File: src/rtl/sprite_pkg.sv
// Shared types and constants for the sprite ROM arbiter.
//   SPRITE_W/SPRITE_H/FRAME_WORDS : geometry of one sprite image frame
//   DEF_*                         : default arbiter parameters
//   rom_tag_t                     : one in-flight read tag {valid, requester id}
package sprite_pkg;

  localparam int unsigned SPRITE_W    = 256;
  localparam int unsigned SPRITE_H    = 256;
  localparam int unsigned FRAME_WORDS = 65536;

  localparam int unsigned DEF_ADDR_W      = 17;
  localparam int unsigned DEF_DATA_W      = 8;
  localparam int unsigned DEF_ROM_LATENCY = 2;

  typedef struct packed {
    logic       valid;
    logic [2:0] id;
  } rom_tag_t;

endpackage

File: src/rtl/sprite_rom_arbiter_if.sv
// Bus between the sprite renderers/ROM and the arbiter.
//   req, req_addr       : per-requester read request and flattened addresses
//   gnt                 : combinational one-hot grant
//   rom_addr, rom_en    : shared ROM address port
//   rom_data            : shared ROM read data
//   rsp_valid, rsp_data : one-hot response owner and returned palette index
// master = requesters + ROM side, slave = arbiter.
interface sprite_rom_arbiter_if
  import sprite_pkg::*;
#(
  parameter int unsigned N_REQ  = 4,
  parameter int unsigned ADDR_W = DEF_ADDR_W,
  parameter int unsigned DATA_W = DEF_DATA_W
) ();

  logic [N_REQ-1:0]        req;
  logic [N_REQ*ADDR_W-1:0] req_addr;
  logic [N_REQ-1:0]        gnt;
  logic [ADDR_W-1:0]       rom_addr;
  logic                    rom_en;
  logic [DATA_W-1:0]       rom_data;
  logic [N_REQ-1:0]        rsp_valid;
  logic [DATA_W-1:0]       rsp_data;

  modport master (
    output req, req_addr, rom_data,
    input  gnt, rom_addr, rom_en, rsp_valid, rsp_data
  );

  modport slave (
    input  req, req_addr, rom_data,
    output gnt, rom_addr, rom_en, rsp_valid, rsp_data
  );

endinterface

File: src/rtl/rr_arbiter.sv
// Combinational N_REQ-way round-robin picker.
//   req    : request vector
//   ptr    : highest-priority requester this cycle
//   enable : gates all grants
//   gnt    : one-hot or zero grant
//   gnt_id : index of the granted requester (valid when any)
//   any    : a grant is issued
module rr_arbiter #(
  parameter int unsigned N_REQ = 4,
  parameter int unsigned PTR_W = 2
) (
  input  logic [N_REQ-1:0] req,
  input  logic [PTR_W-1:0] ptr,
  input  logic             enable,
  output logic [N_REQ-1:0] gnt,
  output logic [PTR_W-1:0] gnt_id,
  output logic             any
);

  localparam logic [PTR_W:0] N_EXT = (PTR_W+1)'(N_REQ);

  logic [2*N_REQ-1:0] req_dbl;
  logic [N_REQ-1:0]   req_rot;
  logic [PTR_W-1:0]   offset;
  logic [PTR_W:0]     id_sum;

  // Rotate so bit 0 is the requester at ptr, take the lowest set bit, rotate back.
  always_comb begin
    req_dbl = {req, req} >> ptr;
    req_rot = req_dbl[N_REQ-1:0];
    offset  = '0;
    for (int j = N_REQ - 1; j >= 0; j--) begin
      if (req_rot[j]) offset = PTR_W'(j);
    end
    any    = enable && (|req_rot);
    id_sum = {1'b0, ptr} + {1'b0, offset};
    if (id_sum >= N_EXT) id_sum = id_sum - N_EXT;
    gnt_id = id_sum[PTR_W-1:0];
    gnt    = '0;
    if (any) gnt[gnt_id] = 1'b1;
  end

endmodule

File: src/rtl/sprite_rom_arbiter.sv
// Round-robin arbiter sharing one registered-output sprite image ROM among
// several sprite pixel pipelines; returns each read to the requester that issued it.
//   pixel_clk, rst_n : clock, asynchronous active-low reset
//   enable           : low blocks new grants, in-flight reads still complete
//   flush            : discards every in-flight read
//   bus (slave)      : requests/grants, ROM port and responses
module sprite_rom_arbiter
  import sprite_pkg::*;
#(
  parameter int unsigned N_REQ       = 4,
  parameter int unsigned ADDR_W      = DEF_ADDR_W,
  parameter int unsigned DATA_W      = DEF_DATA_W,
  parameter int unsigned ROM_LATENCY = DEF_ROM_LATENCY
) (
  input logic                 pixel_clk,
  input logic                 rst_n,
  input logic                 enable,
  input logic                 flush,
  sprite_rom_arbiter_if.slave bus
);

  localparam int unsigned PTR_W = $clog2(N_REQ);
  // Stage 0 rides with rom_addr; one more stage covers the ROM sampling edge,
  // then ROM_LATENCY stages until rom_data is valid.
  localparam int unsigned TAG_DEPTH = ROM_LATENCY + 2;
  localparam logic [PTR_W-1:0] LAST_ID = PTR_W'(N_REQ - 1);

  logic [PTR_W-1:0]  ptr;
  logic [N_REQ-1:0]  gnt_c;
  logic [PTR_W-1:0]  gnt_id;
  logic              any_gnt;
  logic              arb_en;
  logic [ADDR_W-1:0] sel_addr;
  rom_tag_t          tag_in;
  rom_tag_t          tag_last;

  rom_tag_t [TAG_DEPTH-1:0] tag_q;
  logic [ADDR_W-1:0]        rom_addr_q;
  logic                     rom_en_q;
  logic [N_REQ-1:0]         rsp_valid_q;
  logic [DATA_W-1:0]        rsp_data_q;

  // No grants during reset or flush.
  assign arb_en = rst_n && enable && !flush;

  rr_arbiter #(
    .N_REQ (N_REQ),
    .PTR_W (PTR_W)
  ) u_rr_arbiter (
    .req    (bus.req),
    .ptr    (ptr),
    .enable (arb_en),
    .gnt    (gnt_c),
    .gnt_id (gnt_id),
    .any    (any_gnt)
  );

  // Address of the granted requester and the tag entering the pipeline.
  always_comb begin
    sel_addr = '0;
    for (int i = 0; i < N_REQ; i++) begin
      if (gnt_c[i]) sel_addr = bus.req_addr[i*ADDR_W +: ADDR_W];
    end
    tag_in.valid = any_gnt;
    tag_in.id    = 3'(gnt_id);
    tag_last     = tag_q[TAG_DEPTH-1];
  end

  // Pointer and shared ROM address port.
  always_ff @(posedge pixel_clk or negedge rst_n) begin
    if (!rst_n) begin
      ptr        <= '0;
      rom_addr_q <= '0;
      rom_en_q   <= 1'b0;
    end else begin
      rom_en_q <= any_gnt;
      if (any_gnt) begin
        rom_addr_q <= sel_addr;
        ptr        <= (gnt_id == LAST_ID) ? '0 : gnt_id + PTR_W'(1);
      end
    end
  end

  // Tag pipeline tracking in-flight reads.
  always_ff @(posedge pixel_clk or negedge rst_n) begin
    if (!rst_n) begin
      tag_q <= '0;
    end else if (flush) begin
      tag_q <= '0;
    end else begin
      tag_q <= {tag_q[TAG_DEPTH-2:0], tag_in};
    end
  end

  // Response capture; flush overrides a read reaching the last stage.
  always_ff @(posedge pixel_clk or negedge rst_n) begin
    if (!rst_n) begin
      rsp_valid_q <= '0;
      rsp_data_q  <= '0;
    end else if (!flush && tag_last.valid) begin
      rsp_valid_q <= N_REQ'(1) << tag_last.id;
      rsp_data_q  <= bus.rom_data;
    end else begin
      rsp_valid_q <= '0;
    end
  end

  assign bus.gnt       = gnt_c;
  assign bus.rom_addr  = rom_addr_q;
  assign bus.rom_en    = rom_en_q;
  assign bus.rsp_valid = rsp_valid_q;
  assign bus.rsp_data  = rsp_data_q;

endmodule

File: src/flat_wrapper.sv
// flat-port wrapper written by rule: the top's interface ports become plain ports
module sprite_rom_arbiter_flat import sprite_pkg::*;
#(
  parameter int unsigned N_REQ       = 4,
  parameter int unsigned ADDR_W      = DEF_ADDR_W,
  parameter int unsigned DATA_W      = DEF_DATA_W,
  parameter int unsigned ROM_LATENCY = DEF_ROM_LATENCY
)
  (pixel_clk, rst_n, enable, flush, bus_req, bus_req_addr, bus_rom_data, bus_gnt, bus_rom_addr, bus_rom_en, bus_rsp_valid, bus_rsp_data);
  sprite_rom_arbiter_if #(.N_REQ(N_REQ), .ADDR_W(ADDR_W), .DATA_W(DATA_W)) bus_i ();
  input logic pixel_clk;
  input logic rst_n;
  input logic enable;
  input logic flush;
  input wire logic [$bits(bus_i.req)-1:0] bus_req;
  input wire logic [$bits(bus_i.req_addr)-1:0] bus_req_addr;
  input wire logic [$bits(bus_i.rom_data)-1:0] bus_rom_data;
  output wire logic [$bits(bus_i.gnt)-1:0] bus_gnt;
  output wire logic [$bits(bus_i.rom_addr)-1:0] bus_rom_addr;
  output wire logic [$bits(bus_i.rom_en)-1:0] bus_rom_en;
  output wire logic [$bits(bus_i.rsp_valid)-1:0] bus_rsp_valid;
  output wire logic [$bits(bus_i.rsp_data)-1:0] bus_rsp_data;
  assign bus_i.req = bus_req;
  assign bus_i.req_addr = bus_req_addr;
  assign bus_i.rom_data = bus_rom_data;
  assign bus_gnt = bus_i.gnt;
  assign bus_rom_addr = bus_i.rom_addr;
  assign bus_rom_en = bus_i.rom_en;
  assign bus_rsp_valid = bus_i.rsp_valid;
  assign bus_rsp_data = bus_i.rsp_data;
  sprite_rom_arbiter #(.N_REQ(N_REQ), .ADDR_W(ADDR_W), .DATA_W(DATA_W), .ROM_LATENCY(ROM_LATENCY)) u_core (.pixel_clk(pixel_clk), .rst_n(rst_n), .enable(enable), .flush(flush), .bus(bus_i));
endmodule
File: config.mk
export PLATFORM = sky130hd
export DESIGN_NAME = sprite_rom_arbiter_flat
export DESIGN_NICKNAME = d
export VERILOG_FILES = /design/src/rtl/sprite_pkg.sv /design/src/rtl/sprite_rom_arbiter_if.sv /design/src/rtl/rr_arbiter.sv /design/src/rtl/sprite_rom_arbiter.sv /design/src/flat_wrapper.sv
export SDC_FILE = /design/constraint.sdc
export NUM_CORES = 1
export LEC_CHECK = 0
export CAP_MARGIN = 20
export CORE_MARGIN = 2
export CORE_UTILIZATION = 41
export CTS_CLUSTER_SIZE = 25
export DETAILED_ROUTE_END_ITERATION = 10
export PLACE_DENSITY = 0.87
export REMOVE_ABC_BUFFERS = 1
export SETUP_SLACK_MARGIN = 0.5
export SLEW_MARGIN = 25
export SYNTH_ARGS = -nofsm -noshare
export SYNTH_HDL_FRONTEND = slang
export SYNTH_HIERARCHICAL = 1
export SYNTH_SLANG_ARGS = --single-unit
export TNS_END_PERCENT = 100
File: constraint.sdc
create_clock -name pixel_clk -period 2.9 [get_ports pixel_clk]
set_clock_uncertainty 0.15 [all_clocks]
set_input_delay 0.435 -clock pixel_clk [delete_from_list [all_inputs] [get_ports pixel_clk]]
set_output_delay 0.435 -clock pixel_clk [all_outputs]
set_load 0.01 [all_outputs]
# [Yosys cells after proc, flatten, opt, wreduce, memory -nomap -nowiden]
# Index checks and enable logic that the tools add are counted.
[op_classes] n_mul=0 add_sub_neg=3 eq_ne=1 shift=2 n_div=0 order_cmp=3 bitwise=0 mux=15 reduce_logical=7
[ops] operator="2-to-1 mux 17 bit" count=4
[ops] operator="2-to-1 mux 16 bit" count=1
[ops] operator="2-to-1 mux 2 bit" count=6
[ops] operator="2-to-1 mux 4 bit" count=2
[ops] operator=">> shifter 8 x 2 -> 4 bit" count=1
[ops] operator="logical AND 1 bit" count=5
[ops] operator="OR reduction 4 bit" count=1
[ops] operator="<< shifter 1 x 3 -> 4 bit, first input constant" count=1
[ops] operator="adder 2 x 2 -> 3 bit" count=1
[ops] operator="greater-or-equal comparator 3 bit, second input constant" count=1
[ops] operator="< comparator 2 x 3 -> 1 bit, second input constant" count=1
[ops] operator="adder 2 x 1 -> 2 bit, second input constant" count=1
[ops] operator="demux 1 bit (select 2 bit)" count=1
[ops] operator="equality test 2 bit, second input constant" count=1
[ops] operator="greater-or-equal comparator 2 x 1 -> 1 bit, second input constant" count=1
[ops] operator="subtractor 2 x 1 -> 2 bit, second input constant" count=1
[ops] operator="zero test 1 bit" count=1
[ops] operator="2-to-1 mux 1 bit" count=1
[word_totals] out_inout_bits=34 inputBits=84 mem_count=0 rom_bits=0 reg_bits=48 wordCells=44 ramBits=0 latch_bits=0

# [Logic depth before layout (Yosys ltp)]
[depth] word_depth=17 ltp_mapped=14 mapped_depth_nobuf=11

# [Hierarchy]
# The synthesis kept the hierarchy.
[by_module_without_submodules] mod="sprite_rom_arbiter" area_each_um2=2148.3 seq_area_each_um2=1101.1 cells_each=197 instances=1
[by_module_without_submodules] mod="rr_arbiter" area_each_um2=322.8 seq_area_each_um2=0.0 cells_each=40 instances=1

# [Least setup slack after synthesis]
# Ideal clock, no wire load.
[synth_timing] kind="input to register" start="in bus_req[0]" end="reg u_core.rom_addr_q[13] (netlist: u_core/bus.rom_addr[13])" setup_ps=136 n_path_buf=3 stages=11 required_time_ps=2614 setup_slack_ps=28 arrival_time_ps=2585 cell_sequence="buf_6 > or3_1 > o221ai_1 > ha_1 > nor2b_1 > nand2_1 > mux2i_1 > buf_2 > clkbuf_1 > nand3b_1 > a41oi_2"
[synth_between] word_cells_on_any_way=21 cone_classes="add/sub: 2; order compare: 3; shift: 1; mux: 12; reduce/logical: 3"
[synth_lines] item="from (decl)" line_no="flat_wrapper.sv:15" source="input wire logic [$bits(bus_i.req)-1:0] bus_req;"
[synth_lines] item=">> shifter 8 x 2 -> 4 bit (*)" line_no="rr_arbiter.sv:29" source="req_dbl = {req, req} >> ptr;"
[synth_lines] item="2-to-1 mux 2 bit (3 in series)" line_no="rr_arbiter.sv:33" source="if (req_rot[j]) offset = PTR_W'(j);"
[synth_lines] item="2-to-1 mux 2 bit (*)" line_no="rr_arbiter.sv:33"
[synth_lines] item="adder 2 x 2 -> 3 bit (*)" line_no="rr_arbiter.sv:36" source="id_sum = {1'b0, ptr} + {1'b0, offset};"
[synth_lines] item="greater-or-equal comparator 3 bit / subtractor 2 x 1 -> 2 bit (equally long branches)" line_no="rr_arbiter.sv:37" source="if (id_sum >= N_EXT) id_sum = id_sum - N_EXT;"
[synth_lines] item="2-to-1 mux 2 bit (*)" line_no="rr_arbiter.sv:37"
[synth_lines] item="net u_core.gnt_id[0]" line_no="sprite_rom_arbiter.sv:30" source="logic [PTR_W-1:0] gnt_id;"
[synth_lines] item="< comparator 2 x 3 -> 1 bit (not written as such) / greater-or-equal comparator 2 x 1 -> 1 bit (equally long branches)" line_no="rr_arbiter.sv:40" source="if (any) gnt[gnt_id] = 1'b1;"
[synth_lines] item="logical AND 1 bit (not written as such)" line_no="rr_arbiter.sv:40"
[synth_lines] item="2-to-1 mux 1 bit (not written as such)" line_no="rr_arbiter.sv:40"
[synth_lines] item="demux 1 bit (select 2 bit) (*)" line_no="rr_arbiter.sv:40"
[synth_lines] item="2-to-1 mux 4 bit (*)" line_no="rr_arbiter.sv:40"
[synth_lines] item="net bus_gnt[2]" line_no="flat_wrapper.sv:18" source="output wire logic [$bits(bus_i.gnt)-1:0] bus_gnt;"
[synth_lines] item="2-to-1 mux 17 bit (*) (2 in series)" line_no="sprite_rom_arbiter.sv:62" source="if (gnt_c[i]) sel_addr = bus.req_addr[i*ADDR_W +: ADDR_W];"
[synth_lines] item="to (signal assigned)" line_no="sprite_rom_arbiter.sv:78" source="rom_addr_q <= sel_addr;"
[synth_lines] item="to (decl)" line_no="sprite_rom_arbiter.sv:38" source="logic [ADDR_W-1:0] rom_addr_q;"
# The timed path passes the listed nets; every way through them passes the cells marked *.
# A chain may end at the register's enable or synchronous reset.

# [Worst setup path after layout]
[layout_timing] start="in bus_req[0]" end="out bus_gnt[3]"
[layout_between] elab_chain_len=13 word_cells_on_any_way=17 cone_classes="add/sub: 2; order compare: 3; shift: 1; mux: 8; reduce/logical: 3"
[layout_rtl] item=">> shifter 8 x 2 -> 4 bit (*)" line_no="rr_arbiter.sv:29"
[layout_rtl] item="2-to-1 mux 2 bit (4 in series)" line_no="rr_arbiter.sv:33"
[layout_rtl] item="adder 2 x 2 -> 3 bit" line_no="rr_arbiter.sv:36"
[layout_rtl] item="greater-or-equal comparator 3 bit / subtractor 2 x 1 -> 2 bit (equally long branches)" line_no="rr_arbiter.sv:37"
[layout_rtl] item="2-to-1 mux 2 bit" line_no="rr_arbiter.sv:37"
[layout_rtl] item="< comparator 2 x 3 -> 1 bit (not written as such) / greater-or-equal comparator 2 x 1 -> 1 bit (equally long branches)" line_no="rr_arbiter.sv:40"
[layout_rtl] item="logical AND 1 bit (not written as such)" line_no="rr_arbiter.sv:40"
[layout_rtl] item="2-to-1 mux 1 bit (not written as such)" line_no="rr_arbiter.sv:40"
[layout_rtl] item="demux 1 bit (select 2 bit)" line_no="rr_arbiter.sv:40"
[layout_rtl] item="2-to-1 mux 4 bit (*)" line_no="rr_arbiter.sv:40"
[layout_rtl] item="to (decl)" line_no="flat_wrapper.sv:18"
# Every way passes the cells marked *; elsewhere a longest branch is shown, timed or not.

==> reports/results.ini <==
[worst_setup_path]
crit_end=bus_gnt[3]
critPathMaxFanout=5
path_class=in2out
worst_setup_path_start_kind=primary input
regToRegSetupSlack_ns=0.08
rr_worst_depth=13
critPathRequiredTime_ns=2.32
reg2reg_from=u_core/ptr[0]
end_kind=primary output
worstSetupStartpoint=bus_req[0]
arrival_ns=2.28
worstReg2RegEnd=u_core/bus.rom_addr[15]

[cells_and_area]
areaGrowthSynthToFinish_pct=78.8
final.fill_count=352
multi_input_area_mm2=0.00157
fin_area_mm2=0.00442
stdcell_count=454
layout-drive-gt1-share=0.317
num_antenna_cells=0
final_cell_mix=clkdlybuf4s50_1, dfrtp_1, nand3b_1
final_nets=464
final_common_cell=clkdlybuf4s50_1
area.sequential_mm2=0.00110

[cts]
htreeDepth=2
cts_tree=built
cts_sinks=44
cts_inserted_buffers=5
clk_pin_slew_worst_paths_ns=0.09
clock_path_buffers=2
insertion_delay_ns=0.29
root_buffer=clkbuf_8
cts-hold-fix-buffers=0

[place]
placed_cell_area_mm2=0.00379
gp_congestion=0.773
dpl.hpwl_um=5230
dp_cells=430
pre_cts_slack_ns=-0.534
port-buffer-count=117

[yosys]
netlist_top_cells_area=dfrtp_1, nand3b_1, nand2_1
synth_area_leader_cell=dfrtp_1
ys_seq_area_frac=0.446
ys_ff_latch=44
netlist_instances=237
syn_area_per_cell_um2=10.4
synth_warnings=6
ys_types=38
synth_area_mm2=0.00247
synth_top_area_frac=0.446

[floorplanning]
core_area_mm2=0.00589
die_x_um=81.6
die_height_um=81.6
die-area_mm2=0.00666
pin_count=118
start_util=0.420
rows=28

[timing]
tns_ns=0
rsz0062_at_grt=true
layout_setup_ws_ns=0.0385
setup_viol=0
max_slew_margin=0.626
slew_viol_final=0
hold_ws_ns=0.114
final.min_clock_period_ns=2.86
finalHoldViolations=0
fmax_mhz=349
finalCritPeriodShare=0.987
worst_pin_slew_ns=0.559

[drt]
ant_nets=0
drt_wl_total_um=8580
dr.first_iter.drc_count=82
via_per_inst=5.50
firstDrtPassIters=4
vias=2498
wl_per_cell_um=18.9
route.detailed.drc=0

[flow_run]
maxCapViolations=0

[grt]
grt.overflow.total=0
grt_max_degree=45
first_global_vias=2180
grt_pass1_wl_um=10600
antenna_found_initial=0
grtUsageTotal=0.211

[power_and_ir_drop]
p_leak_nw=1.78
ir_drop_mv=0.398
p_per_area_mw_per_mm2=612

[hold_path]
hp-class=in2async

[run_status]
status=completed

==> synthesized netlist by cell type, drive strengths merged <==
library cell and count:
dfrtp 44, nand2 42, nand3b 34, o21ai 20, a41oi 17, nor2b 15
buf 13, mux2 10, clkbuf 8, mux2i 6, nor2 4, nand2b 3
and3b 2, ha 2, nor3b 2, o221ai 2, xnor2 2, and2 1
and2b 1, and3 1, inv 1, nor3 1, o22ai 1, o311ai 1
o41a 1, or3 1, or4 1, xor2 1
==> worst min path at each step <==
| stage | from | endpoint | slack [ns] | depth (start not counted) |
|---|---|---|---|---|
| 2_1_floorplan | rst_n | u_core/bus.rom_addr[0] | -0.01 | 0 |
| 3_3_place_gp | u_core/tag_q[3] | u_core/tag_q[7] | 0.30 | 1 |
| 3_5_place_dp | u_core/tag_q[0] | u_core/tag_q[4] | 0.30 | 1 |
| 4_1_cts | rst_n | u_core/tag_q[8] | 0.13 | 2 |
| 5_1_grt | rst_n | u_core/bus.rsp_data[3] | 0.16 | 2 |
| 6_report | rst_n | u_core/tag_q[8] | 0.11 | 2 |
==> registers in the layout (all words and copies together) (netlist names) <==
signal                cells
u_core/bus.rom_en         1
u_core/bus.rsp_data       8
u_core/bus.rsp_valid      4
u_core/ptr                2
u_core/tag_last           3
u_core/bus.rom_addr      17
u_core/tag_q              9
==> area by class of cell <==
type                            count  area share
Multi-Input combinational cell    171       0.354
Timing Repair Buffer              155       0.348
Sequential cell                    44       0.249
Tap cell                           75      0.0212
Clock buffer                        5      0.0156
Clock inverter                      3      0.0108
Inverter                            1    0.000849
==> timing repair <==
item,CTS,global route
buffers inserted,2,11
pin swaps,7,31
cloned,0,3
gates resized for setup,39,66
setup endpoints to repair,23,23
==> power breakdown <==
part,internal (W),switching [W],leakage [nW],total (W)
logic,0.000795,0.000635,1.16,0.00143
registers,0.000726,0.0000738,0.565,0.000799
clock network,0.000260,0.000217,0.0583,0.000477
total,0.00178,0.000926,1.78,0.00271
==> worst max-delay path, stage by stage <==
cell and delay (ns):
clkdlybuf4s15_1 0.25, buf_4 0.19, mux2i_1 0.12, or4_4 0.44, o311ai_4 0.19, buf_4 0.24, mux2i_4 0.24, buf_4 0.17
==> cell families (layout without fill, tap and decap cells) <==
logic type,count (synthesis),after routing,share of synthesized area
DFF,44,44,0.446
xor gates and xnor gates,3,3,0.0106
AOI/OAI and AO/OA,42,42,0.154
buffers and inverters,22,164,0.0547
and+or+nand+nor,108,108,0.255
muxes,16,16,0.0699
adders and majority gates,2,2,0.0101
==> metal layers <==
layer  routed length, µm  up-vias  GRT usage
li1                    -     1127          -
met1                3260     1248      0.256
met2                4430       99      0.376
met3                 595       24     0.0473
met4                 297        0     0.0600
met5                   0        -          0
==> through the flow <==
stage / power, W / utilization
after floorplan: 0.00125 / -
after global placement: 0.00173 / 0.644
after detailed placement: 0.00176 / 0.644
after CTS: 0.00233 / 0.674
after global routing: 0.00283 / 0.751
final: 0.00271 / 0.751
Note: power is estimated with default switching activity, not from simulation.
